==> src/rtl/gpcfg_regbank_p.sv <==
// gpcfg_regbank_p: bank of NUM_REGS 32-bit configuration/status registers.
// Each register has a fixed access mode (RW, RO, W1C or PULSE) chosen by the MODE
// parameter. Writes take effect at the next edge. Reads return registered data one
// cycle after the request, together with a one-cycle valid strobe. A single error
// strobe flags any read or write to an address that does not map to a register.
module gpcfg_regbank_p #(
   parameter int                       NUM_REGS  = 4,
   parameter logic [15:0]              BASE_ADDR = 16'h0,
   parameter logic [NUM_REGS*32-1:0]   RESET_VAL = {NUM_REGS*32{1'b0}},
   parameter logic [NUM_REGS*2-1:0]    MODE      = {NUM_REGS*2{1'b0}}
) (
   input  logic                     hclk,
   input  logic                     hreset,
   input  logic                     wr_en,
   input  logic                     rd_en,
   input  logic [3:0]               byte_en,
   input  logic [31:0]              wr_addr,
   input  logic [31:0]              rd_addr,
   input  logic [31:0]              wdata,
   input  logic [NUM_REGS*32-1:0]   hw_in,
   output logic [NUM_REGS*32-1:0]   cfg_out,
   output logic [31:0]              rdata,
   output logic                     rd_valid,
   output logic                     addr_err
);

   // Per-register access behaviour, encoded two bits per register in MODE.
   typedef enum logic [1:0] {
      MODE_RW    = 2'b00,
      MODE_RO    = 2'b01,
      MODE_W1C   = 2'b10,
      MODE_PULSE = 2'b11
   } regMode_e;

   logic [NUM_REGS-1:0] wrHit;
   logic [NUM_REGS-1:0] rdHit;
   logic [31:0]         byteMask;
   logic [31:0]         wrMasked;
   logic [31:0]         rdMux;
   logic                wrMiss;
   logic                rdMiss;

   // Only the low 16 address bits are decoded, and hw_in bits of RW/PULSE
   // registers have no effect; this collects them so they are visibly consumed.
   logic                unusedInputs;
   assign unusedInputs = ^{wr_addr[31:16], rd_addr[31:16], hw_in};

   // Expand the byte enables into a bit mask; wrMasked is the write data restricted
   // to the enabled bytes, which every writable mode consumes.
   assign byteMask = {{8{byte_en[3]}}, {8{byte_en[2]}}, {8{byte_en[1]}}, {8{byte_en[0]}}};
   assign wrMasked = wdata & byteMask;

   // A request with no matching register is a miss; misaligned addresses never match
   // because register addresses are all multiples of four from an aligned base.
   assign wrMiss = wr_en && (wrHit == '0);
   assign rdMiss = rd_en && (rdHit == '0);

   for (genvar i = 0; i < NUM_REGS; i++) begin : g_reg
      localparam logic [15:0] REG_ADDR = BASE_ADDR + 16'(4 * i);
      localparam regMode_e    REG_MODE = regMode_e'(MODE[2*i +: 2]);
      localparam logic [31:0] REG_INIT = ((REG_MODE == MODE_RW) || (REG_MODE == MODE_W1C))
                                         ? RESET_VAL[32*i +: 32] : 32'h0;

      logic [31:0] regQ;
      logic [31:0] regNext;
      logic [31:0] hwSlice;

      assign wrHit[i] = wr_en && (wr_addr[15:0] == REG_ADDR);
      assign rdHit[i] = rd_en && (rd_addr[15:0] == REG_ADDR);
      assign hwSlice  = hw_in[32*i +: 32];

      // Next-value logic for this register according to its fixed mode. W1C lets a
      // hardware set override a software clear of the same bit in the same cycle;
      // PULSE holds written bytes for one cycle and otherwise returns to zero.
      always_comb begin
         regNext = regQ;
         case (REG_MODE)
            MODE_RW: begin
               if (wrHit[i]) begin
                  regNext = (regQ & ~byteMask) | wrMasked;
               end
            end
            MODE_RO: begin
               regNext = hwSlice;
            end
            MODE_W1C: begin
               if (wrHit[i]) begin
                  regNext = (regQ & ~wrMasked) | hwSlice;
               end else begin
                  regNext = regQ | hwSlice;
               end
            end
            default: begin
               regNext = wrHit[i] ? wrMasked : 32'h0;
            end
         endcase
      end

      // Register storage; RW and W1C reset to their programmed value, RO and PULSE to zero.
      always_ff @(posedge hclk or posedge hreset) begin
         if (hreset) begin
            regQ <= REG_INIT;
         end else begin
            regQ <= regNext;
         end
      end

      assign cfg_out[32*i +: 32] = regQ;
   end

   // Read multiplexer: selects the addressed register's current (pre-edge) value,
   // or zero when the read misses or no read is requested.
   always_comb begin
      rdMux = 32'h0;
      for (int i = 0; i < NUM_REGS; i++) begin
         if (rdHit[i]) begin
            rdMux = cfg_out[32*i +: 32];
         end
      end
   end

   // Registered read response and error strobe. Reset discards any read in flight,
   // and a cycle with both a read miss and a write miss still gives one error pulse.
   always_ff @(posedge hclk or posedge hreset) begin
      if (hreset) begin
         rdata    <= 32'h0;
         rd_valid <= 1'b0;
         addr_err <= 1'b0;
      end else begin
         rdata    <= rdMux;
         rd_valid <= rd_en;
         addr_err <= wrMiss || rdMiss;
      end
   end

endmodule

==> config.mk <==
export PLATFORM = sky130hd
export DESIGN_NAME = gpcfg_regbank_p
export DESIGN_NICKNAME = d
export VERILOG_FILES = /design/src/rtl/gpcfg_regbank_p.sv
export SDC_FILE = /design/constraint.sdc
export NUM_CORES = 1
export LEC_CHECK = 0
export ABC_AREA = 0
export ABC_CLOCK_PERIOD_IN_PS = 5850
export BUFFER_PORTS_ARGS = -buffer_cell sky130_fd_sc_hd__buf_4
export CAP_MARGIN = 20
export CORE_MARGIN = 5
export CORE_UTILIZATION = 25
export DETAILED_ROUTE_END_ITERATION = 10
export PLACE_DENSITY = 0.6
export SETUP_SLACK_MARGIN = 0.4
export SYNTH_ARGS = -nofsm -noshare
export SYNTH_HDL_FRONTEND = slang
export SYNTH_SLANG_ARGS = --single-unit
==> constraint.sdc <==
create_clock -name hclk -period 5.85 [get_ports hclk]
set_input_delay 0.2925 -clock hclk [delete_from_list [all_inputs] [get_ports hclk]]
set_output_delay 0.2925 -clock hclk [all_outputs]
set_load 0.02 [all_outputs]
## After elaboration in Yosys (flattened, before gate mapping)

Index checks and enable logic that the tools add are counted.

| word-level totals | value |
|---|---|
| output and inout port bits | 162 |
| logic and storage cells | 42 |
| input bits | 232 |
| register bits | 162 |

| operators by class | value |
|---|---|
| equal/unequal tests | 6 |
| reduce and logical (&&, ||, !) cells | 15 |
| mux-type cells | 4 |
| bitwise gates (word level) | 10 |

Operator list:

| operator | number |
|---|---|
| bitwise AND 32 bit | 5 |
| two-way mux 32 bit | 4 |
| bitwise OR 32 bit | 4 |
| equality test 16 x 4 -> 1 bit, second input constant | 4 |
| equality test 16 x 3 -> 1 bit, second input constant | 2 |
| zero test 16 bit | 2 |
| inverter 32 bit | 1 |
| logical AND 1 bit | 10 |
| zero test 4 bit | 2 |
| logical OR 1 bit | 1 |

## Logic depth before layout (Yosys ltp)

Gate-level depths: netlist (run 1).

| logic depth | value |
|---|---|
| depth after elaboration | 6 |
| mapped depth | 5 |

## Worst setup path before layout (run 1)

OpenSTA, ideal clock, no wires.

| timing path | value |
|---|---|
| kind | in2reg |
| from | input wr_addr[1] |
| to | register with a tool-made name |
| library setup time | 0.125 ns |
| arrival time | 1.742 ns |
| path slack | 3.983 ns |
| stages on the path | 5 |
| path through | nor4_1 nand4_1 buf_6 nor4b_4 mux2_2 |

RTL lines:

| item | line | RTL |
|---|---|---|
| from (decl) | 17 | `input logic [31:0] wr_addr,` |

==> flow_summary_export.csv, run 1 <==
group,metric,value,unit
critical_path,rrSetupSlack,4.64,ns
global_route,grt_pass1_wl,30040,um
cells_and_area,fill_cells,2655,
clocking,cts_htree_levels,4,
critical_path,path_delay_family,"simple AND/OR/NAND/NOR gates",
critical_path,criticalPathCategory,"in -> reg",
critical_path,crit_required,6.15,ns
critical_path,arrival,2.54,ns
floorplanning,die_x,176.2,um
logic_synthesis,async_reset_ff_share,100.0,%
clocking,clk_pin_slew,0.07,ns
sta,fin_crit,2.241,ns
clocking,clk_path_buf_depth,2,
logic_synthesis,synth_seq_area_share,58.73,%
global_route,grt_remaining_overflow,0,
sta,hold_viol,0,
floorplanning,die-area,0.03103,mm2
floorplanning,die_h,176.2,um
routing,vias,4522,
global_route,grt_pass1_vias,4828,
outcome,outcome,"finished, final reports clean",
critical_path,worst_path_max_delay_cell,"nor4b_4",
sta,rsz0062_at_grt,"false",
power_and_ir_drop,peakVddDrop,0.0001228,V
floorplanning,initial_core_util,25.47,%
logic_synthesis,ys.warnings.count,0,
placed_design,portBuffers,233,
floorplanning,ios,394,
critical_path,path_cells,"buf_4 > nor4_1 > nand4_1 > buf_8 > nor4b_4 > mux2_2",
sta,finalSetupTns,0,ns
cells_and_area,syn2layout_area_growth,39.86,%
critical_path,crit_buf_inv,2,
power_and_ir_drop,p_int,1.737,mW
power_and_ir_drop,switching_share,24.58,%
clocking,clk-insertion-delay-late,0.41,ns
flow_run,cap_viol_max_count,0,
logic_synthesis,synthFlopType,"dfrtp_1",
clocking,cts_resized,0,
clocking,cts_tree,"done",
global_route,antenna_found_initial,3,
logic_synthesis,netlist_instances,406,
clocking,cts_root_buffer,"clkbuf_16",
power_and_ir_drop,p_leak,4.959,nW
critical_path,critical_path.max_stage_delay,0.74,ns
sta,maxSlewViolCount,0,
cells_and_area,layout_commonest_cell,"buf_4",
global_route,gr-usage-all-layers,12.63,%
logic_synthesis,syn_area,0.006903,mm2
power_and_ir_drop,p_total,2.303,mW
sta,fin_crit_sh,38.30,%
sta,worst_pin_slew,0.9285,ns
cells_and_area,drive_gt1_share,67.98,%
clocking,cts.sinks,162,
floorplanning,rows,60,
global_route,grt_max_degree,72,
cells_and_area,final_cell_mix,"235 x buf_4, 162 x dfrtp_1, 128 x mux2_2, 33 x nor2b_1, 32 x mux4_2",
sta,timing.fmax,0.4463,GHz
sta,clock_skew,0.01072,ns
routing,firstDrtPassIters,4,
power_and_ir_drop,p_comb_share,4.8,%
power_and_ir_drop,p_clk_share,46.6,%
routing,viasPerCell,4.382,
power_and_ir_drop,p_switching,566.1,uW
sta,slew_headroom,38.10,%
critical_path,startpoint_type,"input port",
routing,drtIter0Drc,145,
sta,finalSetupViolCount,0,
routing,routed_wl,19790,um
logic_synthesis,syn_nets,638,
routing,ant_nets,0,
routing,drc,0,
critical_path,crit_path_max_fanout,8,
logic_synthesis,synth_seq_cells,162,
logic_synthesis,yosysUniqueCellTypes,19,
cells_and_area,final_nets,878,
placed_design,gp_congestion,0.6896,
hold_path,min_path_type,"in -> reg",
routing,avgRoutedWirePerCell,19.17,um
power_and_ir_drop,power-per-cell-area,238.6,mW/mm2
critical_path,worstSetupEndpointType,"register",
floorplanning,coreArea,0.02710,mm2
sta,hold_ws,0.1302,ns
logic_synthesis,synth_edf_count,0,
logic_synthesis,syn_avg_cell_area,17.00,um2
placed_design,hpwl,13720,um
clocking,cts_made_buffers,17,
power_and_ir_drop,p_seq_share,48.7,%
==> cells by family after synthesis <==
logic type | after synthesis | synth area share (%)
buf+inv | 19 | 1.305
compound gates | 1 | 0.1450
mux | 160 | 31.32
simple gates | 64 | 8.501
flops | 162 | 58.73
==> cell type report <==
cell class	instances	area, um2	share of cell area (%)
Antenna cell	1	2.502	0.02592
Sequential cell	162	4054	41.99
Tap cell	372	465.4	4.821
Timing Repair Buffer	238	1799	18.64
Inverter	2	12.51	0.1296
Clock buffer	18	439.2	4.549
Clock inverter	14	122.6	1.270
Multi-Input combinational cell	225	2759	28.58
==> power by group through the flow <==
| stage | Sequential [mW] | Clock, mW | Combinational, mW |
|---|---|---|---|
| finish | 1.12 | 1.07 | 0.110 |
| global route | 1.12 | 1.16 | 0.122 |
| CTS | 1.12 | 1.12 | 0.114 |
| detailed placement | 1.14 | 0 | 0.112 |
| global placement | 1.14 | 0 | 0.111 |
| floorplan | 1.14 | 0 | 0.0467 |
==> metrics by stage <==
step           setup slack (ns)  instance area (um2)  utilization (%)  std cells
2_1_floorplan             1.181                 6903                -        406
3_3_place_gp              2.535                 9055            33.41        996
3_5_place_dp              3.130                 9070            33.47        997
4_1_cts                   3.580                 9652            35.61       1031
5_1_grt                   3.458                 9654            35.62       1032
6_report                  3.609                 9654            35.62       1032
==> per-layer routing <==
metal	vias to the layer above	part of all wire [%]	global-route usage, %
li1	1998	-	-
met1	2351	44	16.25
met2	154	47	20.31
met3	15	7.5	4.454
met4	4	1.2	3.411
met5	-	0.16	0
==> cells in the mapped netlist, types with 2 or more instances <==
library cell	number	share of area, %
nor4_1	6	0.54
inv_1	2	0.11
mux4_2	32	10
nand4_2	8	1.5
nor4b_4	8	2.8
clkbuf_1	7	0.38
dfrtp_1	162	59
mux2_2	128	21
nand4_1	2	0.18
buf_2	9	0.65
nor2b_1	33	3.0
nor2_1	2	0.11
==> path summary, 6_finish.rpt <==
| kind | from | endpoint | depth (start not counted) |
|---|---|---|---|
| worst max register to register | register | rdata[8] | 2 |
| worst min register to register | register | register | 1 |
| max in group asynchronous | hreset | async pin | 4 |
| worst min-delay path | wdata[7] | register | 2 |
| worst max-delay path | wr_addr[1] | register | 6 |
| min in group asynchronous | hreset | rdata[9] | 3 |
==> repair_timing <==
| item | CTS | global route |
|---|---|---|
| hold buffers | 2 | 0 |
| setup buffers | 0 | 0 |
| hold endpoints to repair | 31 | 0 |
(Power assumes the default switching activity.)
==> run 2, diff against run 1 <==
Settings changed: ABC_CLOCK_PERIOD_IN_PS 5850 to 2300.
Clock period 5.85 ns to 2.3 ns, I/O delays scaled along.
==> run 2 against run 1 <==
Sequential share of layout area fell by 2.4 points. Worst hold slack about the same. Setup slack got worse by 3.0 ns. Via count is 5.0% higher. Register-to-register slack worse by 3.5 ns. Combinational power rose to 3.2 times the previous value. Sequential cell count stayed put. Final cell count is 5.0% higher. Sequential power increased to 2.5 times the previous value. Critical path type unchanged. Largest cell class unchanged. Highest routed layer is now met4.
==> flow_summary_export.csv, run 2 (synthesized netlist as in run 1, its figures left out) <==
group,metric,value,unit
critical_path,rrSetupSlack,1.11,ns
power_and_ir_drop,p_total,6.143,mW
hold_path,whs_path_depth,4,
power_and_ir_drop,power-per-cell-area,600.0,mW/mm2
power_and_ir_drop,peakVddDrop,0.0004110,V
outcome,outcome,"finished, final reports clean",
sta,timing.fmax,0.5809,GHz
sta,worst_pin_slew,0.6151,ns
cells_and_area,final_cell_mix,"250 x buf_4, 162 x dfrtp_1, 128 x mux2_2, 35 x dlygate4sd3_1, 33 x nor2b_1",
cells_and_area,drive_gt1_share,65.68,%
clocking,cts_setup_buffers,0,
hold_path,min_from,"rd_addr[15]",
global_route,grt_remaining_overflow,0,
critical_path,criticalPathCategory,"in -> reg",
flow_run,cap_viol_max_count,0,
cells_and_area,final_nets,931,
cells_and_area,layoutNonFillerInstCount,1084,
floorplanning,coreArea,0.02710,mm2
global_route,gr-usage-all-layers,13.70,%
floorplanning,rows,60,
placed_design,gp_congestion,0.7511,
placed_design,place_ws,0.2975,ns
floorplanning,die-area,0.03103,mm2
sta,clock_skew,0.01177,ns
sta,fin_crit,1.721,ns
routing,drc,0,
sta,fin_crit_sh,74.85,%
clocking,cts_root_buffer,"clkbuf_16",
sta,rsz0062_at_grt,"false",
hold_path,min_path_type,"in -> reg",
critical_path,startpoint_type,"input port",
global_route,antenna_found_initial,1,
global_route,grt_max_degree,57,
sta,finalSetupViolCount,0,
cells_and_area,layout_commonest_cell,"buf_4",
routing,drtIter0Drc,241,
floorplanning,die_x,176.2,um
sta,hold_viol,0,
routing,firstDrtPassIters,4,
routing,routed_wl,21290,um
floorplanning,initial_core_util,25.47,%
sta,fin_ws,0.5785,ns
clocking,clk_pin_slew,0.07,ns
sta,maxSlewViolCount,0,
sta,slew_headroom,58.99,%
routing,viasPerCell,4.382,
routing,vias,4750,
critical_path,r2r_end,"rdata[17]",
placed_design,place_inst,1017,
critical_path,rr_worst_depth,2,
clocking,clk-insertion-delay-late,0.42,ns
critical_path,arrival,2.02,ns
critical_path,crit_path_max_fanout,8,
global_route,grt_pass1_vias,5159,
routing,avgRoutedWirePerCell,19.64,um
critical_path,crit_required,2.60,ns
global_route,grt_pass1_wl,32260,um
power_and_ir_drop,p_leak,5.218,nW
cells_and_area,syn2layout_area_growth,48.32,%
clocking,cts.sinks,162,
placed_design,portBuffers,233,
clocking,clk_path_buf_depth,2,
clocking,cts_tree,"done",
hold_path,min_to,"addr_err",
clocking,cts_made_buffers,17,
placed_design,hpwl,15050,um
clocking,cts_htree_levels,4,
critical_path,worstSetupEndpointType,"register",
floorplanning,die_h,176.2,um
sta,finalSetupTns,0,ns
floorplanning,ios,394,
routing,ant_nets,0,
==> run 2: cell count changes in the layout (fill, tap and decap cells not counted), sizes merged <==
cell	change
inv	-3
clkbuf	+1
clkinvlp	+3
clkinv	-4
dlygate4sd3	+33
buf	+20
bufinv	+2
==> run 2: through the flow <==
stage	hold slack [ns]	utilization [%]	instance area [um2]
2_1_floorplan	0.1464	-	6907
3_3_place_gp	0.2281	34.27	9286
3_5_place_dp	0.2289	34.27	9286
4_1_cts	0.1239	37.77	10240
5_1_grt	0.1338	37.78	10240
6_report	0.1304	37.78	10240
==> run 2: worst max path at each step <==
stage	startpoint	cells past startpoint	endpoint	slack, ns
6_report	wr_en	5	register	0.58
3_3_place_gp	wr_addr[1]	5	register	0.31
4_1_cts	wr_en	5	register	0.53
3_5_place_dp	wr_addr[1]	5	register	0.30
2_1_floorplan	hreset	1	async pin	0.13
5_1_grt	wr_en	5	register	0.42
==> run 2: final cells by class <==
class                   instances  area, um2
inverters                       2      11.26
flip-flops and latches        162       4054
fillers                      2597      16860
repair buffers                291       2347
clock buffers                  19      452.9
diodes                          1      2.502
clock inverters                12      146.4
multi-input cells             225       2759
well taps                     372      465.4
==> run 2: routing by layer <==
metal	wire length [um]	vias up	global-route usage (%)
met5	0	-	0
met4	134	0	2.827
met3	1729	9	4.754
met2	9841	173	21.65
met1	9588	2468	18.38
li1	-	2100	-
==> run 2: worst max-delay path, stage by stage <==
cell,delay [ns]
dlygate4sd3_1,0.55
buf_4,0.13
nor2b_1,0.41
nand4_2,0.41
mux2_2,0.39
==> run 2: where the power goes <==
part	internal, mW	switching, mW
combinational	0.169	0.180
sequential	2.85	0.000962
clock	1.68	1.27
==> run 2: repair_timing <==
item / CTS / global route
gates resized for setup: 0 / 0
hold buffers: 35 / 0
endpoints found under the hold margin: 147 / 0
